File: src/rtl/digit_serial_addsub.sv
`default_nettype none
// ============================================================================
//  Module   : digit_serial_addsub
//  Purpose  : Multi-cycle add/subtract of two WIDTH-bit operands, DIGIT bits
//             per clock with a registered carry between digits. Valid/ready
//             handshake on both sides; reports sum, carry-out and overflow.
//  Revision : 1.0  initial release
// ============================================================================
module digit_serial_addsub #(
    parameter int WIDTH = 16,
    parameter int DIGIT = 4
) (
    input  logic             clk,
    input  logic             rst,
    input  logic             in_valid,
    output logic             in_ready,
    input  logic [WIDTH-1:0] a,
    input  logic [WIDTH-1:0] b,
    input  logic             cin,
    input  logic             sub,
    output logic             out_valid,
    input  logic             out_ready,
    output logic [WIDTH-1:0] sum,
    output logic             cout,
    output logic             ovf
);

    localparam int NDIG  = WIDTH / DIGIT;
    localparam int CNT_W = (NDIG > 1) ? $clog2(NDIG) : 1;
    localparam logic [CNT_W-1:0] C_LAST_DIG = CNT_W'(NDIG - 1);

    typedef enum logic [1:0] {
        S_IDLE = 2'd0,
        S_RUN  = 2'd1,
        S_DONE = 2'd2
    } state_t;

    state_t           state_q, state_d;
    logic [WIDTH-1:0] opa_q, opa_d;
    logic [WIDTH-1:0] opb_q, opb_d;
    logic [WIDTH-1:0] sum_q, sum_d;
    logic [CNT_W-1:0] cnt_q, cnt_d;
    logic             carry_q, carry_d;
    logic             cout_q, cout_d;
    logic             ovf_q, ovf_d;

    logic [DIGIT:0]   dig_sum;
    logic [DIGIT-1:0] dig;
    logic             dig_c;
    logic             dig_c_msb_in;

    // One DIGIT-wide adder slice; the carry into its top bit is recovered
    // from the sum bit and the two operand bits, which gives the carry into
    // bit WIDTH-1 when the final digit is being processed.
    always_comb begin
        dig_sum      = {1'b0, opa_q[DIGIT-1:0]} + {1'b0, opb_q[DIGIT-1:0]}
                     + {{DIGIT{1'b0}}, carry_q};
        dig          = dig_sum[DIGIT-1:0];
        dig_c        = dig_sum[DIGIT];
        dig_c_msb_in = dig[DIGIT-1] ^ opa_q[DIGIT-1] ^ opb_q[DIGIT-1];
    end

    // Next-state and datapath control for the IDLE -> RUN -> DONE sequence.
    always_comb begin
        state_d = state_q;
        opa_d   = opa_q;
        opb_d   = opb_q;
        sum_d   = sum_q;
        cnt_d   = cnt_q;
        carry_d = carry_q;
        cout_d  = cout_q;
        ovf_d   = ovf_q;
        case (state_q)
            S_IDLE: begin
                if (in_valid) begin
                    opa_d   = a;
                    opb_d   = sub ? ~b : b;
                    carry_d = sub ? 1'b1 : cin;
                    cnt_d   = '0;
                    state_d = S_RUN;
                end
            end
            S_RUN: begin
                // Digits enter at the MSB end so that after NDIG shifts the
                // first digit sits in the least-significant position.
                sum_d   = (sum_q >> DIGIT) | (WIDTH'(dig) << (WIDTH - DIGIT));
                opa_d   = opa_q >> DIGIT;
                opb_d   = opb_q >> DIGIT;
                carry_d = dig_c;
                if (cnt_q == C_LAST_DIG) begin
                    cout_d  = dig_c;
                    ovf_d   = dig_c_msb_in ^ dig_c;
                    state_d = S_DONE;
                end else begin
                    cnt_d = cnt_q + 1'b1;
                end
            end
            S_DONE: begin
                if (out_ready) begin
                    state_d = S_IDLE;
                end
            end
            default: state_d = S_IDLE;
        endcase
    end

    // State and datapath registers with synchronous reset.
    always_ff @(posedge clk) begin
        if (rst) begin
            state_q <= S_IDLE;
            opa_q   <= '0;
            opb_q   <= '0;
            sum_q   <= '0;
            cnt_q   <= '0;
            carry_q <= 1'b0;
            cout_q  <= 1'b0;
            ovf_q   <= 1'b0;
        end else begin
            state_q <= state_d;
            opa_q   <= opa_d;
            opb_q   <= opb_d;
            sum_q   <= sum_d;
            cnt_q   <= cnt_d;
            carry_q <= carry_d;
            cout_q  <= cout_d;
            ovf_q   <= ovf_d;
        end
    end

    assign in_ready  = (state_q == S_IDLE);
    assign out_valid = (state_q == S_DONE);
    assign sum       = sum_q;
    assign cout      = cout_q;
    assign ovf       = ovf_q;

endmodule
`default_nettype wire

File: config.mk
export PLATFORM = sky130hd
export DESIGN_NAME = digit_serial_addsub
export DESIGN_NICKNAME = d
export VERILOG_FILES = /design/src/rtl/digit_serial_addsub.sv
export SDC_FILE = /design/constraint.sdc
export NUM_CORES = 1
export LEC_CHECK = 0
export BUFFER_PORTS_ARGS = -buffer_cell sky130_fd_sc_hd__buf_2
export CAP_MARGIN = 15
export CORE_ASPECT_RATIO = 2
export CORE_MARGIN = 1.5
export CORE_UTILIZATION = 58
export CTS_CLUSTER_SIZE = 16
export DETAILED_ROUTE_END_ITERATION = 16
export GPL_ROUTABILITY_DRIVEN = 0
export GPL_TIMING_DRIVEN = 0
export MAX_ROUTING_LAYER = met4
export PLACE_DENSITY = 0.85
export SKIP_CTS_REPAIR_TIMING = 1
export SLEW_MARGIN = 15
export SYNTH_ARGS = -nofsm -noshare
export SYNTH_HDL_FRONTEND = slang
export SYNTH_SLANG_ARGS = --single-unit
export TNS_END_PERCENT = 50
File: constraint.sdc
create_clock -name clk -period 4.15 [get_ports clk]
set_input_delay 0.6225 -clock clk [delete_from_list [all_inputs] [get_ports clk]]
set_output_delay 0.6225 -clock clk [all_outputs]
set_load 0.02 [all_outputs]
After elaboration in Yosys (flattened, before gate mapping) --
Index checks and enable logic that the tools add are counted.
Operators by class: equal/unequal tests 7, muxes and demuxes 15, bitwise logic cells 5, $add $sub $neg 3, reduce and logical (&&, ||, !) cells 6
Operators with widths (number):
- 16-bit case mux with 2 select lines | 2
- 16-bit 2-to-1 mux | 3
- 16-bit inverter | 1
- 12-bit by 16-bit bitwise OR with 16-bit output | 1
- 2-bit 2-to-1 mux | 5
- 2-bit inequality test, second input constant | 3
- 2-bit case mux with 3 select lines | 1
- 3-bit AND reduction | 2
- 4-bit by 4-bit adder with 5-bit output | 1
- 5-bit by 1-bit adder with 5-bit output | 1
- 2-bit equality test, second input constant | 2
- 2-bit case mux with 2 select lines | 1
- 2-bit AND reduction | 2
- 1-bit XOR | 3
- 2-bit by 1-bit adder with 2-bit output, second input constant | 1
- 2-bit by 1-bit equality test with 1-bit output, second input constant | 1
- 2-bit logical NOT | 1
- 1-bit 2-to-1 mux | 2
- 2-bit by 1-bit inequality test with 1-bit output, second input constant | 1
- 1-bit case mux with 2 select lines | 1
- 2-bit nonzero test | 1
Storage, ports and cells: logic and storage cells 44, bits of input ports 38, output and inout port bits 20, register bits after elaboration 55

Depth between registers and ports, before layout --
Gate-level depths: netlist of the first run.
depth in word-level cells 5, gate-level depth with buffers 8, depth with buffers taken out 8

Worst setup path after synthesis of the first run --
OpenSTA, ideal clock, no wires.
path kind register to register, from register opa_q[0], to register ovf_q, in the netlist ovf, slack 2.353 ns, library setup time 0.087 ns, period minus slack after synthesis 1.797 ns, arrival time 1.710 ns, buffers on the path 0, data required time 4.063 ns, cell stages (with the launch flop) 9, path through dfxtp_1 fa_1 inv_1 fa_1 nand2b_1 a21oi_1 xnor2_1 xnor2_1 o31ai_1
Between the ends: longest elaborated chain between the ends 5
Ends and longest elaborated chain:
- start, declared | RTL line 39 | logic [WIDTH-1:0] opa_q, opa_d;
- start signal, assigned | RTL line 120 | opa_q <= opa_d;
- 4-bit by 4-bit adder with 5-bit output (*) | RTL line 56 | dig_sum = {1'b0, opa_q[DIGIT-1:0]} + {1'b0, opb_q[DIGIT-1:0]}
- 5-bit by 1-bit adder with 5-bit output (*) | RTL line 57 | + {{DIGIT{1'b0}}, carry_q};
- 1-bit XOR (2 in series) | RTL line 60 | dig_c_msb_in = dig[DIGIT-1] ^ opa_q[DIGIT-1] ^ opb_q[DIGIT-1];
- 1-bit XOR (*) | RTL line 92 | ovf_d = dig_c_msb_in ^ dig_c;
- end signal, assigned | RTL line 126 | ovf_q <= ovf_d;
- end, declared | RTL line 45 | logic ovf_q, ovf_d;
Mark *: on every way between the ends. The rest lies on a longest branch, timed or not. A chain may end at the register's enable or synchronous reset.

Worst setup path in the final report of the first run --
from register opb_q[0], to register ovf_q, in the netlist ovf
Between the ends: longest elaborated chain between the ends 5
Ends and longest elaborated chain:
- start, declared | RTL line 40 | logic [WIDTH-1:0] opb_q, opb_d;
- start signal, assigned | RTL line 121 | opb_q <= opb_d;
- 4-bit by 4-bit adder with 5-bit output (*) | RTL line 56
- 5-bit by 1-bit adder with 5-bit output (*) | RTL line 57
- 1-bit XOR (2 in series) | RTL line 60
- 1-bit XOR (*) | RTL line 92
Marks and branches as above.

==> run summary, run 1 <==
Wirelength per Cell: 13.47 um
CTS tree: built
vias in the first global route: 2187
worst-path maximum fanout: 3
ANT nets after route: 0
Die X: 50.50 um
synthesis-stage register bit count: 55
clock sinks: 55
Total GRT Usage: 0.2587
clk_skew: 0.006578 ns
Achievable Freq: 492.7 MHz
WS Path Type: flip-flop to flip-flop
crit start category: flip-flop
predominant post-synthesis flop cell: dfxtp_1
Netlist Area Pre-Place: 2618 um^2
Clock Pin Slew Worst Setup and Hold Paths: 0.10 ns
relative slew slack: 0.5632
Critical Path, Cell by Cell: fa_1, inv_1, fa_1, nand2b_1, a21oi_1, xnor2_1, xnor2_1, o31ai_1
diode count: 0
post-synthesis sequential area ratio: 0.4207
status: finished clean
First-pass DRT Iterations: 4
met3 global-route usage: 0.03976
dpl cell area: 2960 um^2
Core Util, Final: 0.7093
P per Cell Area: 378.6 nW/um^2
GR Util met2: 0.4808
Hold Vio Cnt, Final: 0
IO Port Bufs: 55
CP max stage cell: dfxtp_1
vias: 2266
static leakage: 1.315 nW
worst path required time: 4.37 ns
Synth area leader: dfxtp_1
Worst Setup SP: opb_q[0]
global-route wire length before repair: 9.625 mm
grt total ovfl: 0
crit path capture: ovf
Net Count, Synth: 350
setup tns final: 0 ns
CP arrival: 2.25 ns
syn avg cell area: 8.554 um^2
Ports: 58
Row Count: 34
Num CTS Buffers: 5
Post-Syn Instances: 306
max_cap viols: 0
Die Ht: 98.01 um
peak supply drop: 284.9 uV
FF-to-FF path depth: 8
violation count after the first detailed-routing iteration: 49
fin nets: 412
busiest layer in global routing: met2
final WL: 5.698 mm
Final Cell Area: 3078 um^2
ys async rst share: 0
Area Growth Syn to Fin: 17.59%
Starting Density: 0.6032
initial antenna violation count: 0
minimum clock period: 2.030 ns
synth top area cells: dfxtp_1 (42%), nand2_1 (8.0%), nor2_1 (7.5%)
Via-to-Cell Ratio: 5.357
Worst Hold Class: flip-flop to flip-flop
final setup fails: 0
Worst Setup End Kind: flip-flop
Clock Latency Late Sink: 0.30 ns
RSZ-0062 raised after global routing: false
post-DP HPWL: 4.341 mm
Yosys warning count: 0
R2R Path Start: opb_q[0]
maximum number of pins on one net before global-route repair: 17
final cell count without fillers: 423
core footprint: 4339 um^2
die area: 4949 um^2
CTS Root Buffer Type: clkbuf_8
Post-synth EDFFs: 0
clk buf depth: 2
total power: 1.165 mW
CP peak stage delay: 0.41 ns
RR Endpoint: ovf
Placed Cells: 415
top cell type's share of synthesized area: 0.4207
Worst Tran Pin Value: 0.6552 ns
met1 usage: 0.2589
final worst path period share: 0.4890
drt drc: 0
reg-to-reg slack, setup: 2.12 ns
H-tree levels: 2
Max Slew Vio Count: 0
share of cells above drive strength 1: 0.2737
Yosys cell types: 33
## cell usage after synthesis (2+ instances only)
master / instances
nor2_2: 3
a21oi_1: 33
buf_1: 2
dfxtp_1: 55
ha_1: 4
buf_2: 9
nor2_1: 52
inv_1: 4
nand2b_1: 4
a311oi_2: 11
a22oi_1: 17
nor3_1: 3
xnor2_1: 8
a2111oi_2: 4
nand2_1: 56
buf_6: 6
fa_1: 2
buf_4: 3
xor2_1: 12
clkbuf_1: 5
## how the worst min path moves through the flow
stage                    from         to  depth (start not counted)
CTS                    sum[0]     sum[0]                          2
global placement       sum[1]     sum[1]                          2
detailed placement     sum[0]     sum[0]                          2
global route           sum[1]     sum[1]                          2
finish                 sum[0]     sum[0]                          2
floorplan           opb_q[10]  opb_q[10]                          2
## power breakdown
part / internal [mW] / switching [mW] / total [mW]
Clock: 0.195 / 0.169 / 0.365
Combinational: 0.0930 / 0.126 / 0.219
Sequential: 0.561 / 0.0214 / 0.582
Total: 0.849 / 0.316 / 1.17
## layout make-up
cell class,count,area [um^2]
plain buffers,25,161.4
clock buffers,6,82.58
clock inverters,2,35.03
fillers,364,1261
inverters,4,15.01
multi-input cells,222,1340
flip-flops and latches,55,1101
well taps,54,67.56
repair buffers,55,275.3
## per-layer routing
metal	routed length (um)	part of all wire
met5	0	0
met4	142	0.025
met3	197	0.035
met2	3293	0.58
met1	2065	0.36
## cell usage in the layout, fill, tap and decap left out, types with 2 or more instances in the layout
master / instances
dfxtp_1: 55
nand2b_1: 4
a21oi_1: 33
xor2_1: 12
nor2_1: 52
a22oi_1: 17
buf_1: 2
clkbuf_8: 6
buf_6: 6
fa_1: 2
buf_2: 64
nor2_2: 3
nand2_1: 56
clkbuf_1: 5
a311oi_2: 11
buf_4: 3
inv_1: 4
nor3_1: 3
ha_1: 4
a2111oi_2: 4
xnor2_1: 8
## worst max-delay path: cells and delay by family (launching register included)
family / cells / cell delay [ns]
AO/OA/AOI/OAI: 2 / 0.46
XOR/XNOR: 2 / 0.27
adder cells (fa/ha/maj): 2 / 0.58
buffers and inverters: 1 / 0.06
flip-flops: 1 / 0.41
AND/OR/NAND/NOR: 1 / 0.17
## sequential cells by signal, indices dropped and copies added, names as in the netlist
register  flops
cout          1
opb_q        16
sum          16
cnt_q         2
state_q       2
carry_q       1
ovf           1
opa_q        16
## logic make-up (layout without fill, tap and decap cells)
logic type | count (synthesis) | in the layout | synth area share
compound gates | 71 | 71 | 0.2142
xor+xnor | 20 | 20 | 0.06692
fa+ha+maj | 6 | 6 | 0.03442
buf+inv | 29 | 92 | 0.06740
flops | 55 | 55 | 0.4207
simple gates | 125 | 125 | 0.1965
## metrics by stage
stage               worst slack [ns]  hold WS (ns)
global placement               2.172        0.4376
global route                   1.922        0.4845
CTS                            2.098        0.4601
floorplan                      2.353        0.4548
detailed placement             2.101        0.4461
finish                         2.120        0.4587
No activity file was read; power rests on OpenSTA's default activity.
==> run 2: changes to the inputs <==
--- a/config.mk
+++ b/config.mk
@@ -9,13 +9,13 @@
 export CAP_MARGIN = 15
 export CORE_ASPECT_RATIO = 2
 export CORE_MARGIN = 1.5
-export CORE_UTILIZATION = 58
+export CORE_UTILIZATION = 54
 export CTS_CLUSTER_SIZE = 16
 export DETAILED_ROUTE_END_ITERATION = 16
 export GPL_ROUTABILITY_DRIVEN = 0
 export GPL_TIMING_DRIVEN = 0
 export MAX_ROUTING_LAYER = met4
-export PLACE_DENSITY = 0.85
+export PLACE_DENSITY = 0.8
 export SKIP_CTS_REPAIR_TIMING = 1
 export SLEW_MARGIN = 15
 export SYNTH_ARGS = -nofsm -noshare
==> constraint.sdc (replaced) <==
create_clock -name clk -period 2 [get_ports clk]
set_input_delay 0.3 -clock clk [delete_from_list [all_inputs] [get_ports clk]]
set_output_delay 0.3 -clock clk [all_outputs]
set_load 0.02 [all_outputs]
==> run 2 against run 1 <==
Against the previous run:
- combinational power increased by 110%
- sequential share of layout area decreased by 0.18 points
- sequential power grew 110%
- critical path depth is the same
- maximum frequency increased by 8.4%
- final cell count is 0.71% higher
==> run summary, run 2 (same netlist as run 1, synthesis figures left out) <==
status: finished clean
Total GRT Usage: 0.2476 (-0.01104)
die area: 5299 um^2 (+7.1%)
vias: 2298 (+1.4%)
Core Util, Final: 0.6695 (-0.03980)
H-tree levels: 2 (unchanged)
ANT nets after route: 0 (unchanged)
post-DP HPWL: 4.351 mm (+0.23%)
minimum clock period: 1.873 ns (-0.1564 ns)
share of cells above drive strength 1: 0.2911 (+0.01739)
Clock Latency Late Sink: 0.31 ns (about the same)
maximum number of pins on one net before global-route repair: 18 (+1)
CTS Root Buffer Type: clkbuf_8
CP arrival: 2.11 ns (-0.14 ns)
Num CTS Buffers: 5 (unchanged)
Die Ht: 101.5 um (+3.5%)
WS Path Type: flip-flop to flip-flop
RSZ-0062 raised after global routing: false
clock sinks: 55 (unchanged)
Critical Path, Cell by Cell: fa_2, inv_1, fa_1, nand2b_4, a21oi_2, xnor2_1, xnor2_1, o31ai_1
Hold Vio Cnt, Final: 0 (unchanged)
drt drc: 0 (unchanged)
CP peak stage delay: 0.38 ns (-0.03 ns)
initial antenna violation count: 0 (unchanged)
grt total ovfl: 0 (unchanged)
final worst path period share: 0.9366 (+0.4475)
static leakage: 1.332 nW (+1.3%)
CTS tree: built
violation count after the first detailed-routing iteration: 74 (+51%)
Final WS setup: 0.1269 ns (-1.994 ns)
First-pass DRT Iterations: 4 (unchanged)
Wirelength per Cell: 13.67 um (+1.5%)
Max Slew Vio Count: 0 (unchanged)
Starting Density: 0.5639 (-0.03935)
most common cell after layout, fill and taps aside: buf_2
Worst Tran Pin Value: 0.6505 ns (-0.004674 ns)
CP max stage cell: fa_1
final WL: 5.825 mm (+2.2%)
FILL cells: 423 (+16%)
Clock Pin Slew Worst Setup and Hold Paths: 0.10 ns (about the same)
vias in the first global route: 2183 (-0.18%)
crit start category: flip-flop
Area Growth Syn to Fin: 18.74%
crit-path most repeated cell: xnor2_1
setup tns final: 0 ns (unchanged)
relative slew slack: 0.5663 (+0.003116)
peak supply drop: 628.2 uV (+120%)
worst-path maximum fanout: 3 (unchanged)
global-route wire length before repair: 9.570 mm (-0.57%)
worst path required time: 2.23 ns (-2.14 ns)
diode count: 0 (unchanged)
final setup fails: 0 (unchanged)
Row Count: 35 (+2.9%)
total power: 2.410 mW (+110%)
Worst Hold Class: input port to flip-flop
fin nets: 414 (+0.49%)
core footprint: 4642 um^2 (+7.0%)
clk buf depth: 2 (unchanged)
IO Port Bufs: 55 (unchanged)
Achievable Freq: 533.9 MHz (+8.4%)
post-place setup slack: -0.06869 ns (-2.170 ns)
clk_skew: 0.004402 ns (-0.002176 ns)
max_cap viols: 0 (unchanged)
cell family with most CP delay: adder cells
Ports: 58 (unchanged)
P per Cell Area: 775.4 nW/um^2 (+100%)
Via-to-Cell Ratio: 5.394 (+0.70%)
Die X: 52.23 um (+3.4%)
Worst Setup End Kind: flip-flop
most frequent cells in the layout: buf_2 (64), nand2_1 (56), dfxtp_1 (53)
WP buf/inv: 1 (unchanged)
## run 2: cell type report
| type | count | area [um^2] | area share |
|---|---|---|---|
| Multi-Input combinational cell | 222 | 1354 | 0.4356 |
| Sequential cell | 55 | 1106 | 0.3559 |
| Timing Repair Buffer | 57 | 290.3 | 0.09340 |
| Buffer | 25 | 161.4 | 0.05193 |
| Clock buffer | 5 | 68.82 | 0.02214 |
| Tap cell | 55 | 68.82 | 0.02214 |
| Clock inverter | 3 | 43.79 | 0.01409 |
| Inverter | 4 | 15.01 | 0.004831 |
## run 2: per-layer routing
metal	GRT usage	wire [um]	share of wire	vias up
met2	0.4693	3331	0.57	56
li1	-	-	-	1155
met3	0.03540	157	0.027	12
met5	-	0	0	-
met4	0.1105	165	0.028	0
met1	0.2344	2170	0.37	1075
## run 2: worst reg2reg max path: cells and delay by family, from the launching register on
| kind | cells | cell delay [ns] |
|---|---|---|
| buf+inv | 1 | 0.05 |
| flops | 1 | 0.37 |
| simple gates | 1 | 0.16 |
| xor+xnor | 2 | 0.24 |
| compound gates | 2 | 0.39 |
| fa+ha+maj | 2 | 0.59 |
## run 2: where the power goes
| part | leakage (nW) | total [mW] | switching, mW | internal (mW) |
|---|---|---|---|---|
| clock | 0.0581 | 0.742 | 0.369 | 0.373 |
| combinational | 0.822 | 0.459 | 0.262 | 0.196 |
| sequential | 0.452 | 1.21 | 0.0460 | 1.16 |
## run 2: path summary, 6_finish.rpt
kind	startpoint	endpoint	slack, ns	depth (start not counted)
worst min register to register	sum[3]	sum[3]	0.45	2
worst min-delay path	a[14]	opa_q[14]	0.24	3
worst max register to register	carry_q	ovf	0.13	8
worst max-delay path	carry_q	ovf	0.13	8
## run 2: stage by stage
stage	cells	cell area (um^2)	hold slack, ns
after floorplan	306	2618	0.4548
after global placement	416	2962	0.4381
after detailed placement	416	2962	0.4448
after CTS	424	3074	0.2417
after global routing	426	3108	0.2543
final	426	3108	0.2429
